<file path="src/rtl/clk_gate_requester.sv">
// clk_gate_requester: turns work arrivals into a clock request for the gating
// FSM. Once the gated clock is live it starts the queued items one at a time,
// and it releases the request after an idle timeout.
module clk_gate_requester #(
  parameter int IDLE_TIMEOUT = 4,
  parameter int CNT_W        = 4
) (
  input  logic             clk,
  input  logic             rst,
  input  logic             work_valid,
  output logic             work_ready,
  input  logic             done,
  input  logic             clk_en,
  output logic             clk_req,
  output logic             load_start,
  output logic [CNT_W-1:0] pending,
  output logic [1:0]       state,
  output logic [15:0]      wake_cycles
);

  typedef enum logic [1:0] {
    S_OFF   = 2'b00,
    S_WAKE  = 2'b01,
    S_RUN   = 2'b11,
    S_DRAIN = 2'b10
  } state_t;

  localparam int              IDLE_W    = (IDLE_TIMEOUT > 1) ? $clog2(IDLE_TIMEOUT) : 1;
  localparam logic [IDLE_W-1:0] IDLE_LAST = IDLE_W'(IDLE_TIMEOUT - 1);
  localparam logic [CNT_W-1:0]  PEND_MAX  = '1;

  state_t            r_state;
  state_t            w_state_next;
  logic              r_in_flight;
  logic              r_clk_en_q;
  logic              r_load_start;
  logic [CNT_W-1:0]  r_pending;
  logic [IDLE_W-1:0] r_idle;
  logic [15:0]       r_wake_cycles;

  logic w_accept;
  logic w_done;
  logic w_live;
  logic w_has_pend;
  logic w_idle_expire;
  logic w_load_go;

  assign work_ready    = (r_pending != PEND_MAX);
  assign w_accept      = work_valid & work_ready;
  // done without an item in flight carries no meaning and is dropped
  assign w_done        = done & r_in_flight;
  // the FSM raises its enable one cycle before the gate actually opens
  assign w_live        = clk_en & r_clk_en_q;
  assign w_has_pend    = (r_pending != '0);
  assign w_idle_expire = !w_accept && !w_has_pend && (r_idle == IDLE_LAST);

  // Start an item only if the next cycle is still RUN. Because load_start is
  // registered, this keeps the pulse from landing after a DRAIN or WAKE exit.
  assign w_load_go = (r_state == S_RUN) && (w_state_next == S_RUN) &&
                     !r_in_flight && w_has_pend;

  // state register
  always_ff @(posedge clk or posedge rst) begin
    if (rst) begin
      r_state <= S_OFF;
    end else begin
      r_state <= w_state_next;
    end
  end

  // next-state decode
  always_comb begin
    w_state_next = r_state;
    case (r_state)
      S_OFF: begin
        if (w_accept || w_has_pend) begin
          w_state_next = S_WAKE;
        end
      end
      S_WAKE: begin
        if (w_live) begin
          w_state_next = S_RUN;
        end
      end
      S_RUN: begin
        if (!clk_en) begin
          w_state_next = S_WAKE;
        end else if (w_idle_expire) begin
          w_state_next = S_DRAIN;
        end
      end
      S_DRAIN: begin
        if (w_accept) begin
          w_state_next = S_WAKE;
        end else if (!clk_en) begin
          w_state_next = S_OFF;
        end
      end
      default: w_state_next = S_OFF;
    endcase
  end

  // output decode
  always_comb begin
    clk_req     = (r_state == S_WAKE) || (r_state == S_RUN);
    state       = r_state;
    load_start  = r_load_start;
    pending     = r_pending;
    wake_cycles = r_wake_cycles;
  end

  // pending-item counter: accept and done in the same cycle cancel out
  always_ff @(posedge clk or posedge rst) begin
    if (rst) begin
      r_pending <= '0;
    end else begin
      case ({w_accept, w_done})
        2'b10:   r_pending <= r_pending + 1'b1;
        2'b01:   r_pending <= r_pending - 1'b1;
        default: r_pending <= r_pending;
      endcase
    end
  end

  // single in-flight item tracking and registered start pulse
  always_ff @(posedge clk or posedge rst) begin
    if (rst) begin
      r_in_flight  <= 1'b0;
      r_load_start <= 1'b0;
    end else begin
      r_load_start <= w_load_go;
      if (w_load_go) begin
        r_in_flight <= 1'b1;
      end else if (w_done) begin
        r_in_flight <= 1'b0;
      end
    end
  end

  // idle counter, only advancing while RUN persists with nothing queued
  always_ff @(posedge clk or posedge rst) begin
    if (rst) begin
      r_idle <= '0;
    end else if ((r_state != S_RUN) || (w_state_next != S_RUN) ||
                 w_accept || w_has_pend) begin
      r_idle <= '0;
    end else begin
      r_idle <= r_idle + 1'b1;
    end
  end

  // enable history and saturating wake-time statistic
  always_ff @(posedge clk or posedge rst) begin
    if (rst) begin
      r_clk_en_q    <= 1'b0;
      r_wake_cycles <= '0;
    end else begin
      r_clk_en_q <= clk_en;
      if ((r_state == S_WAKE) && (r_wake_cycles != '1)) begin
        r_wake_cycles <= r_wake_cycles + 16'd1;
      end
    end
  end

endmodule
</file>
<file path="config.mk">
export PLATFORM = sky130hd
export DESIGN_NAME = clk_gate_requester
export DESIGN_NICKNAME = d
export VERILOG_FILES = /design/src/rtl/clk_gate_requester.sv
export SDC_FILE = /design/constraint.sdc
export NUM_CORES = 1
export LEC_CHECK = 0
export ABC_AREA = 1
export CAP_MARGIN = 20
export CORE_MARGIN = 1
export CORE_UTILIZATION = 45
export CTS_BUF_LIST = sky130_fd_sc_hd__clkbuf_16
export DETAILED_ROUTE_END_ITERATION = 8
export GPL_ROUTABILITY_DRIVEN = 0
export PLACE_DENSITY = 0.71
export SETUP_SLACK_MARGIN = 0.4
export SLEW_MARGIN = 10
export SYNTH_ARGS = -nofsm -noshare
export SYNTH_HDL_FRONTEND = slang
export SYNTH_SLANG_ARGS = --single-unit
</file>
<file path="constraint.sdc">
create_clock -name clk -period 2.13 [get_ports clk]
set_input_delay 0.5325 -clock clk [delete_from_list [all_inputs] [get_ports clk]]
set_output_delay 0.5325 -clock clk [all_outputs]
set_load 0.02 [all_outputs]
</file>
==> impl_metrics.json, run 1 <==
{
  "portBuffers": 29,
  "die-area_mm2": 0.00374,
  "drv_cap": 0,
  "cts.path.max_buffers": 2,
  "syn_inst": 197,
  "grt_pass1_vias": 1302,
  "chipWidth_um": 61.1,
  "dr.pass1.iters": 4,
  "synth.top_cell.area_share_pct": 42.9,
  "hold_violations": 0,
  "setup_viol": 0,
  "track_usage_pct": 19.7,
  "setup_tns_ns": 0,
  "antenna_found_initial": 0,
  "cts_sinks": 27,
  "p_per_area_mw_per_mm2": 963,
  "setup.worst_path.class": "flip-flop to flip-flop",
  "clk_latency_ns": 0.26,
  "viasPerCell": 4.80,
  "cp_max_fo": 4,
  "vias": 1367,
  "place_ws_ns": -0.0805,
  "top_layer_used": "met4",
  "fillers": 308,
  "period_needed_ns": 1.71,
  "drv_slew": 0,
  "ys_warn_count": 0,
  "routedWlPerCell_um": 11.5,
  "ys_seq_elements": 27,
  "htree_levels": 1,
  "boundaryPins": 30,
  "clk_pin_slew_ns": 0.07,
  "peakVddDrop_v": 0.000679,
  "synth_area_mm2": 0.00157,
  "leakage_uw": 0.00109,
  "fin_crit_sh_pct": 80.2,
  "start_util_pct": 47.2,
  "grt-ovfl-total": 0,
  "critPathArrivalTime_ns": 1.85,
  "fin_skew_ns": 0.00402,
  "grt_max_degree": 28,
  "nNetsFinal": 251,
  "hold_class": "flip-flop to flip-flop",
  "tightest_slew_ns": 0.355,
  "drt_iter0_drc": 53,
  "dpl.hpwl_um": 2290,
  "antenna_left": 0,
  "drt-total-wl_um": 3290,
  "fmax_mhz": 585,
  "slew_headroom_pct": 76.3,
  "synth_fp_nets": 208,
  "path_cells": "nand4_1 > nand2_2 > ha_4 > ha_4 > a21oi_2 > nand2_2 > a21oi_2 > o21ai_2 > xor2_1",
  "cts_root_buffer": "clkbuf_16",
  "crit_required_ns": 2.27,
  "drc": 0,
  "cp_slowest_stage_delay_ns": 0.43,
  "synth_area_per_cell_um2": 7.99,
  "syn2layout_area_growth_pct": 34.2,
  "chipHeight_um": 61.1,
  "rsz0062_at_grt": "true",
  "start_kind": "flip-flop",
  "grt_pass1_wl_um": 5540,
  "synth_area_leader_cell": "dfrtp_1",
  "endpoint_kind": "flip-flop",
  "synthTopCellsByArea": "dfrtp_1, nand2_1, inv_1, ha_1, xor2_1",
  "drive_gt1_share_pct": 18.4,
  "outcome": "finished, final reports clean",
  "m1WireLength_um": 1570,
  "route.met3.wl_um": 83,
  "yosysUniqueCellTypes": 29,
  "slowest_stage": "dfrtp_2",
  "worst_slack_ns": 0.421,
  "wl_met2_um": 1610,
  "antenna_cells": 0,
  "rows": 21,
  "cts_buffers": 3,
  "coreArea_mm2": 0.00334,
  "yosysSeqAreaShare_pct": 42.9,
  "cts_tree": "built",
  "holdWs_ns": 0.434
}
-- final timing paths --
kind	from	endpoint	slack [ns]	cells after the start
worst min register to register	r_idle[0]$_DFF_PP0_	r_idle[0]$_DFF_PP0_	0.43	1
min in group asynchronous	rst	wake_cycles[2]$_DFFE_PP0P_	0.64	3
worst max register to register	pending[3]$_DFFE_PP0P_	pending[3]$_DFFE_PP0P_	0.42	9
worst max-delay path	pending[3]$_DFFE_PP0P_	pending[3]$_DFFE_PP0P_	0.42	9
max in group asynchronous	rst	pending[3]$_DFFE_PP0P_	1.21	3
worst min-delay path	r_idle[0]$_DFF_PP0_	r_idle[0]$_DFF_PP0_	0.43	1
-- state kept, by name (all words and copies together) (netlist names) --
register / cells
wake_cycles: 16
pending: 4
r_idle: 2
state: 2
load_start: 1
r_clk_en_q: 1
r_in_flight: 1
-- power breakdown --
| group | internal (µW) | switching (µW) | total [µW] |
|---|---|---|---|
| Combinational | 394 | 468 | 862 |
| Sequential | 625 | 118 | 743 |
| Clock | 253 | 175 | 428 |
| Total | 1270 | 761 | 2030 |
-- what timing repair did --
action,CTS,global route
setup buffers,3,4
pin swaps,7,7
endpoints found under the setup margin,28,16
hold buffers,0,0
endpoints found under the hold margin,0,0
resized for setup,29,7
-- per-stage QoR --
stage               std cells  area [µm²]  power, µW  utilization (%)
floorplan                 197        1610       1230                -
global placement          274        1970       1520             59.1
detailed placement        274        1970       1550             59.1
CTS                       281        2050       1960             61.5
global route              285        2110       2180             63.3
finish                    285        2110       2030             63.3
-- worst max-delay path, delay by kind of cell (launching register included) --
kind | cells | cell delay, ns
fa+ha+maj | 2 | 0.41
flops | 1 | 0.43
xor+xnor | 1 | 0.13
compound gates | 3 | 0.32
simple gates | 3 | 0.29
-- cells in the final DEF, fill, tap and decap left out, types with 2 or more instances in the layout --
cell type and n:
a21oi_2 2, buf_4 12, clkbuf_16 3, clkdlybuf4s50_1 2, dfrtp_1 22, dfrtp_2 5, dlygate4sd2_1 27, ha_4 4
inv_1 31, inv_2 2, nand2_1 50, nand2_2 3, nand3_1 10, nand3b_2 2, nand4_1 8, nor2_1 13
nor2_4 2, nor3_1 4, o21ai_0 4, o21ai_1 8, o21ai_2 3, xnor2_1 4, xor2_1 7
-- cell usage after synthesis (all sizes together) --
cell,number
nand3b,3
o21ai,15
o21bai,1
inv,34
and3,1
a21oi,2
buf,2
nand4,8
xnor2,4
nor2,15
nand2,54
nand3,11
nor3,5
clkbuf,1
a21boi,1
dfrtp,27
fa,1
ha,5
xor2,7
-- layout make-up --
| cell class | instances | area, µm² | share of cell area, % |
|---|---|---|---|
| inverters | 34 | 130 | 6.16 |
| clock buffers | 3 | 75.1 | 3.55 |
| flip-flops and latches | 27 | 682 | 32.3 |
| repair buffers | 41 | 347 | 16.4 |
| multi-input cells | 133 | 816 | 38.6 |
| well taps | 46 | 57.6 | 2.73 |
| clock inverters | 1 | 5.00 | 0.237 |
-- logic make-up after synthesis --
logic type	after synthesis	share of synthesized area, %
AND/OR/NAND/NOR	97	28.9
buffers and inverters	37	9.94
flip-flops	27	42.9
AO/OA/AOI/OAI	19	6.84
XOR/XNOR	11	6.12
adder cells (fa/ha/maj)	6	5.25
-- routing by layer --
metal | up-vias | GRT usage (%)
met1 | 638 | 26.1
met3 | 2 | 1.47
met4 | 0 | 8.12
met5 | - | 0
li1 | 705 | -
met2 | 22 | 33.2
(Power assumes the default switching activity.)
==> inputs of run 2 (changes only) <==
PLACE_DENSITY = 0.73   (was 0.71)
clock period = 1.5 ns   (was 2.13 ns; I/O delays follow)
==> run 2 against run 1 <==
Net effect: the flow now finishes with violations (negative setup slack); final area increased by 28%; non-clock buffer count increased by 33; worst setup slack got worse by 0.64 ns; critical path type unchanged; critical endpoint unchanged; highest routed layer unchanged.
==> impl_metrics.json, run 2 (synthesized netlist as in run 1, its figures left out) <==
{
  "outcome": "finished, violations left",
  "violations": "negative setup slack",
  "start_kind": "flip-flop",
  "drc": 0,
  "grt_pass1_vias": 1566,
  "tightest_slew_ns": 0.283,
  "antenna_found_initial": 0,
  "crit_family": "adder cells",
  "path_depth": 9,
  "htree_levels": 1,
  "drt-total-wl_um": 4670,
  "cts_tree": "built",
  "cts_sinks": 27,
  "path_cells": "nand4_1 > nand2_2 > ha_4 > ha_4 > a21oi_2 > nand2_1 > a21oi_2 > o21ai_1 > xor2_1",
  "cts.path.max_buffers": 2,
  "period_needed_ns": 1.72,
  "slowest_stage": "dfrtp_2",
  "drv_cap": 0,
  "drv_slew": 0,
  "boundaryPins": 30,
  "portBuffers": 29,
  "fin_skew_ns": 0.000868,
  "vias": 1647,
  "track_usage_pct": 25.0,
  "hold_buffers": 0,
  "total_power_uw": 3680,
  "nNetsFinal": 286,
  "antenna_cells": 0,
  "cts_buffers": 3,
  "clk_latency_ns": 0.26,
  "r2r-start": "pending[2]$_DFFE_PP0P_",
  "drive_gt1_share_pct": 54.0,
  "grt-ovfl-total": 0,
  "crit_start": "pending[2]$_DFFE_PP0P_",
  "crit_buf_inv": 0,
  "coreArea_mm2": 0.00334,
  "final_cell_mix": "buf_6, nand2_1, buf_4",
  "die-area_mm2": 0.00374,
  "cts_root_buffer": "clkbuf_16",
  "fmax_mhz": 581,
  "worst-r2r-cell-count": 9,
  "cp_max_fo": 4,
  "hold_violations": 0,
  "grt_max_degree": 28,
  "setup.worst_path.class": "flip-flop to flip-flop",
  "setup_viol": 11,
  "mostFrequentLayoutCell": "buf_6",
  "clk_pin_slew_ns": 0.07,
  "antenna_left": 0,
  "rows": 21,
  "chipHeight_um": 61.1,
  "slew_headroom_pct": 81.0,
  "cp_slowest_stage_delay_ns": 0.41,
  "peakVddDrop_v": 0.00120,
  "start_util_pct": 47.2,
  "syn2layout_area_growth_pct": 71.7,
  "viasPerCell": 5.15,
  "dpl.hpwl_um": 2470,
  "dr.pass1.iters": 4,
  "grt_pass1_wl_um": 6890,
  "leakage_uw": 0.00135,
  "final_util_pct": 81.0,
  "routedWlPerCell_um": 14.6,
  "critPathArrivalTime_ns": 1.87,
  "fin_crit_sh_pct": 115,
  "endpoint_kind": "flip-flop",
  "drt_iter0_drc": 139,
  "crit_required_ns": 1.65,
  "hold_class": "input pin to asynchronous set/reset pin",
  "largest_reg_flops": 16,
  "worst_slack_ns": -0.221,
  "p_per_area_mw_per_mm2": 1360,
  "chipWidth_um": 61.1,
  "rsz0062_at_grt": "true"
}
## run 2: cell count changes in the layout (fill, tap and decap cells not counted), sizes merged
cell	delta
inv	+3
buf	+58
dlygate4sd2	-25
clkinv	-1
## run 2: worst paths after layout
kind / end / slack, ns
worst max-delay path: pending[3]$_DFFE_PP0P_ / -0.22
worst min-delay path: pending[2]$_DFFE_PP0P_ / 0.44
worst max register to register: pending[3]$_DFFE_PP0P_ / -0.22
worst min register to register: r_idle[0]$_DFF_PP0_ / 0.44
max in group asynchronous: state[0]$_DFF_PP0_ / 0.90
min in group clk: r_idle[0]$_DFF_PP0_ / 0.44
## run 2: layer usage
layer,vias to the layer above,part of all wire (%),track usage [%]
met5,-,0,0
met4,0,3.3,11.7
met3,21,6.1,4.20
met2,79,52,43.3
met1,770,39,30.3
li1,777,-,-
## run 2: power breakdown
part	internal [µW]	switching, µW
combinational	1070	921
sequential	899	183
clock	357	250
## run 2: tightest hold or removal path, delay by kind of cell
kind	cells	cell delay, ns
buffers and inverters	3	0.67
## run 2: repair_timing
item                                    in CTS  in global routing
gates cloned                                 3                  0
pin swaps                                   21                 18
buffers inserted                            17                 12
gates resized for setup                    177                 48
endpoints found under the setup margin      51                 51
endpoints found under the hold margin        0                  0
## run 2: cell type report
cell class                 instances  area, µm²
fill                             204        634
clock inverter                     1       3.75
tap                               46       57.6
timing repair buffer              74        733
multi-input combinational        133        982
sequential                        27        691
inverter                          34        138
clock buffer                       3       75.1
timing repair inverter             2       22.5
## run 2: per-stage QoR
step,cell area (µm²),hold slack [ns],std cells,setup TNS [ns],worst slack [ns]
CTS,2450,0.436,308,-0.548,-0.234
global route,2700,0.458,320,-2.56,-0.308
global placement,2100,0.423,284,-1.72,-0.515
finish,2700,0.438,320,-1.34,-0.221
detailed placement,2100,0.427,284,-1.93,-0.552
floorplan,1660,0.406,197,-1.13,-0.460
==> inputs of run 3 (changes only) <==
PLACE_DENSITY = 0.71   (was 0.73)
REMOVE_ABC_BUFFERS = 1   (was not set)
clock period = 1.71 ns   (was 1.5 ns; I/O delays follow)
==> run 3 against run 2 <==
Net effect: routed wire length rose by 19%; critical path type unchanged; clock skew rose by 0.0036 ns; register-to-register slack improved by 0.19 ns; sequential share of layout area barely moved; worst setup slack improved by 0.19 ns; global-route usage rose by 1.7 points; first-iteration DRC count fell by 1.4%; final area fell by 1.5%; the flow still finishes with violations (negative setup slack); critical path depth did not move; total power fell by 9.2%; largest cell class unchanged.
==> impl_metrics.json, run 3 (synthesized netlist as in run 1, its figures left out) <==
{
  "clkPwrFrac_pct": 15.9,
  "cts.path.max_buffers": 2,
  "hold_violations": 0,
  "comb_power_share_pct": 56.5,
  "fin_crit_sh_pct": 102,
  "period_needed_ns": 1.74,
  "fillers": 211,
  "antenna_cells": 0,
  "slew_headroom_pct": 75.6,
  "power_frac_seq_pct": 27.7,
  "crit_buf_inv": 0,
  "clk_latency_ns": 0.26,
  "coreArea_mm2": 0.00334,
  "worst_slack_ns": -0.0266,
  "setup_tns_ns": -0.0266,
  "swShare_pct": 38.7,
  "crit_required_ns": 1.85,
  "endpoint_kind": "flip-flop",
  "use_met1_pct": 30.5,
  "path_cells": "nand4_1 > nand2_2 > ha_4 > ha_4 > a21oi_4 > nand2_2 > a21oi_2 > o21ai_1 > xor2_1",
  "start_kind": "flip-flop",
  "hold_buffers": 0,
  "viasPerCell": 5.32,
  "path_depth": 9,
  "outcome": "finished, violations left",
  "chipWidth_um": 61.1,
  "cp_max_fo": 3,
  "nNetsFinal": 287,
  "rsz0062_at_grt": "true",
  "critPathArrivalTime_ns": 1.88,
  "routedWlPerCell_um": 17.3,
  "p_per_area_mw_per_mm2": 1260,
  "drc": 0,
  "p_int_uw": 2050,
  "grtUsageMet2_pct": 45.7,
  "boundaryPins": 30,
  "post_dp_cell_area_mm2": 0.00202,
  "top_usage_layer": "met2",
  "peakVddDrop_v": 0.000762,
  "fmax_mhz": 576,
  "grt_pass1_vias": 1607,
  "portBuffers": 29,
  "p_switching_uw": 1300,
  "final_cell_mix": "buf_4, nand2_1, inv_1",
  "antenna_left": 0,
  "clk_pin_slew_ns": 0.07,
  "drv_slew": 0,
  "mostFrequentLayoutCell": "buf_4",
  "drt-total-wl_um": 5550,
  "chipHeight_um": 61.1,
  "drive_gt1_share_pct": 51.3,
  "violations": "negative setup slack",
  "htree_levels": 1,
  "antenna_found_initial": 0,
  "tightest_slew_ns": 0.366,
  "leakage_uw": 0.00137,
  "hold_depth": 1,
  "setup.worst_path.class": "flip-flop to flip-flop",
  "cts_tree": "built",
  "cp_slowest_stage_delay_ns": 0.39,
  "worst-r2r-cell-count": 9,
  "cts_buffers": 3,
  "cts_root_buffer": "clkbuf_16",
  "final_area_mm2": 0.00266,
  "track_usage_pct": 26.8,
  "hold_class": "flip-flop to flip-flop",
  "drv_cap": 0,
  "drt_iter0_drc": 137,
  "r2r_slack_ns": -0.03,
  "vias": 1707,
  "grt_pass1_wl_um": 7150,
  "crit_family": "adder cells",
  "die-area_mm2": 0.00374,
  "slowest_stage": "dfrtp_1",
  "start_util_pct": 47.2,
  "cts_sinks": 27,
  "dr.pass1.iters": 4,
  "met3_usage_pct": 5.67,
  "dpl.hpwl_um": 2510,
  "grt-ovfl-total": 0,
  "syn2layout_area_growth_pct": 69.1,
  "setup_viol": 1,
  "rows": 21,
  "fin_skew_ns": 0.00448,
  "largest_reg_flops": 16,
  "grt_max_degree": 28,
  "holdWs_ns": 0.438
}
run 3: cell type report:
type / count / area, µm² / area share (%)
sequential: 27 / 679 / 25.5
clock buffer: 3 / 75.1 / 2.82
timing repair buffer: 75 / 647 / 24.3
tap: 46 / 57.6 / 2.16
clock inverter: 1 / 3.75 / 0.141
timing repair inverter: 2 / 32.5 / 1.22
multi-input combinational: 133 / 1030 / 38.6
inverter: 34 / 138 / 5.17
run 3: metrics by stage:
step	power (µW)	std cells	setup WS (ns)	utilization, %
floorplan	1470	194	-0.434	-
global placement	1960	286	-0.488	60.6
detailed placement	1990	286	-0.535	60.6
CTS	2970	313	-0.0209	72.8
global route	3510	321	-0.105	79.8
finish	3350	321	-0.0266	79.8
run 3: final timing paths:
path | from | endpoint
max | pending[1]$_DFFE_PP0P_ | pending[3]$_DFFE_PP0P_
min | r_idle[0]$_DFF_PP0_ | r_idle[0]$_DFF_PP0_
max reg2reg | pending[1]$_DFFE_PP0P_ | pending[3]$_DFFE_PP0P_
min reg2reg | r_idle[0]$_DFF_PP0_ | r_idle[0]$_DFF_PP0_
max in group asynchronous | rst | wake_cycles[4]$_DFFE_PP0P_
min in group asynchronous | rst | wake_cycles[14]$_DFFE_PP0P_
run 3: power groups by stage:
stage	Sequential, µW	Clock, µW	Combinational, µW
after floorplan	1060	0	408
after global placement	891	0	1060
after detailed placement	895	0	1100
after CTS	900	535	1540
after global routing	938	564	2010
final	925	531	1890
run 3: timing repair:
item | 4_1_cts | 5_1_grt
gates cloned | 2 | 0
setup buffers | 21 | 8
setup endpoints to repair | 49 | 41
gates resized for setup | 179 | 50
pin swaps | 27 | 27
run 3: metal layers:
| layer | wire length, µm | vias up |
|---|---|---|
| met5 | 0 | - |
| met4 | 400 | 0 |
| met3 | 304 | 32 |
| met2 | 2810 | 73 |
| met1 | 2030 | 817 |
| li1 | - | 785 |
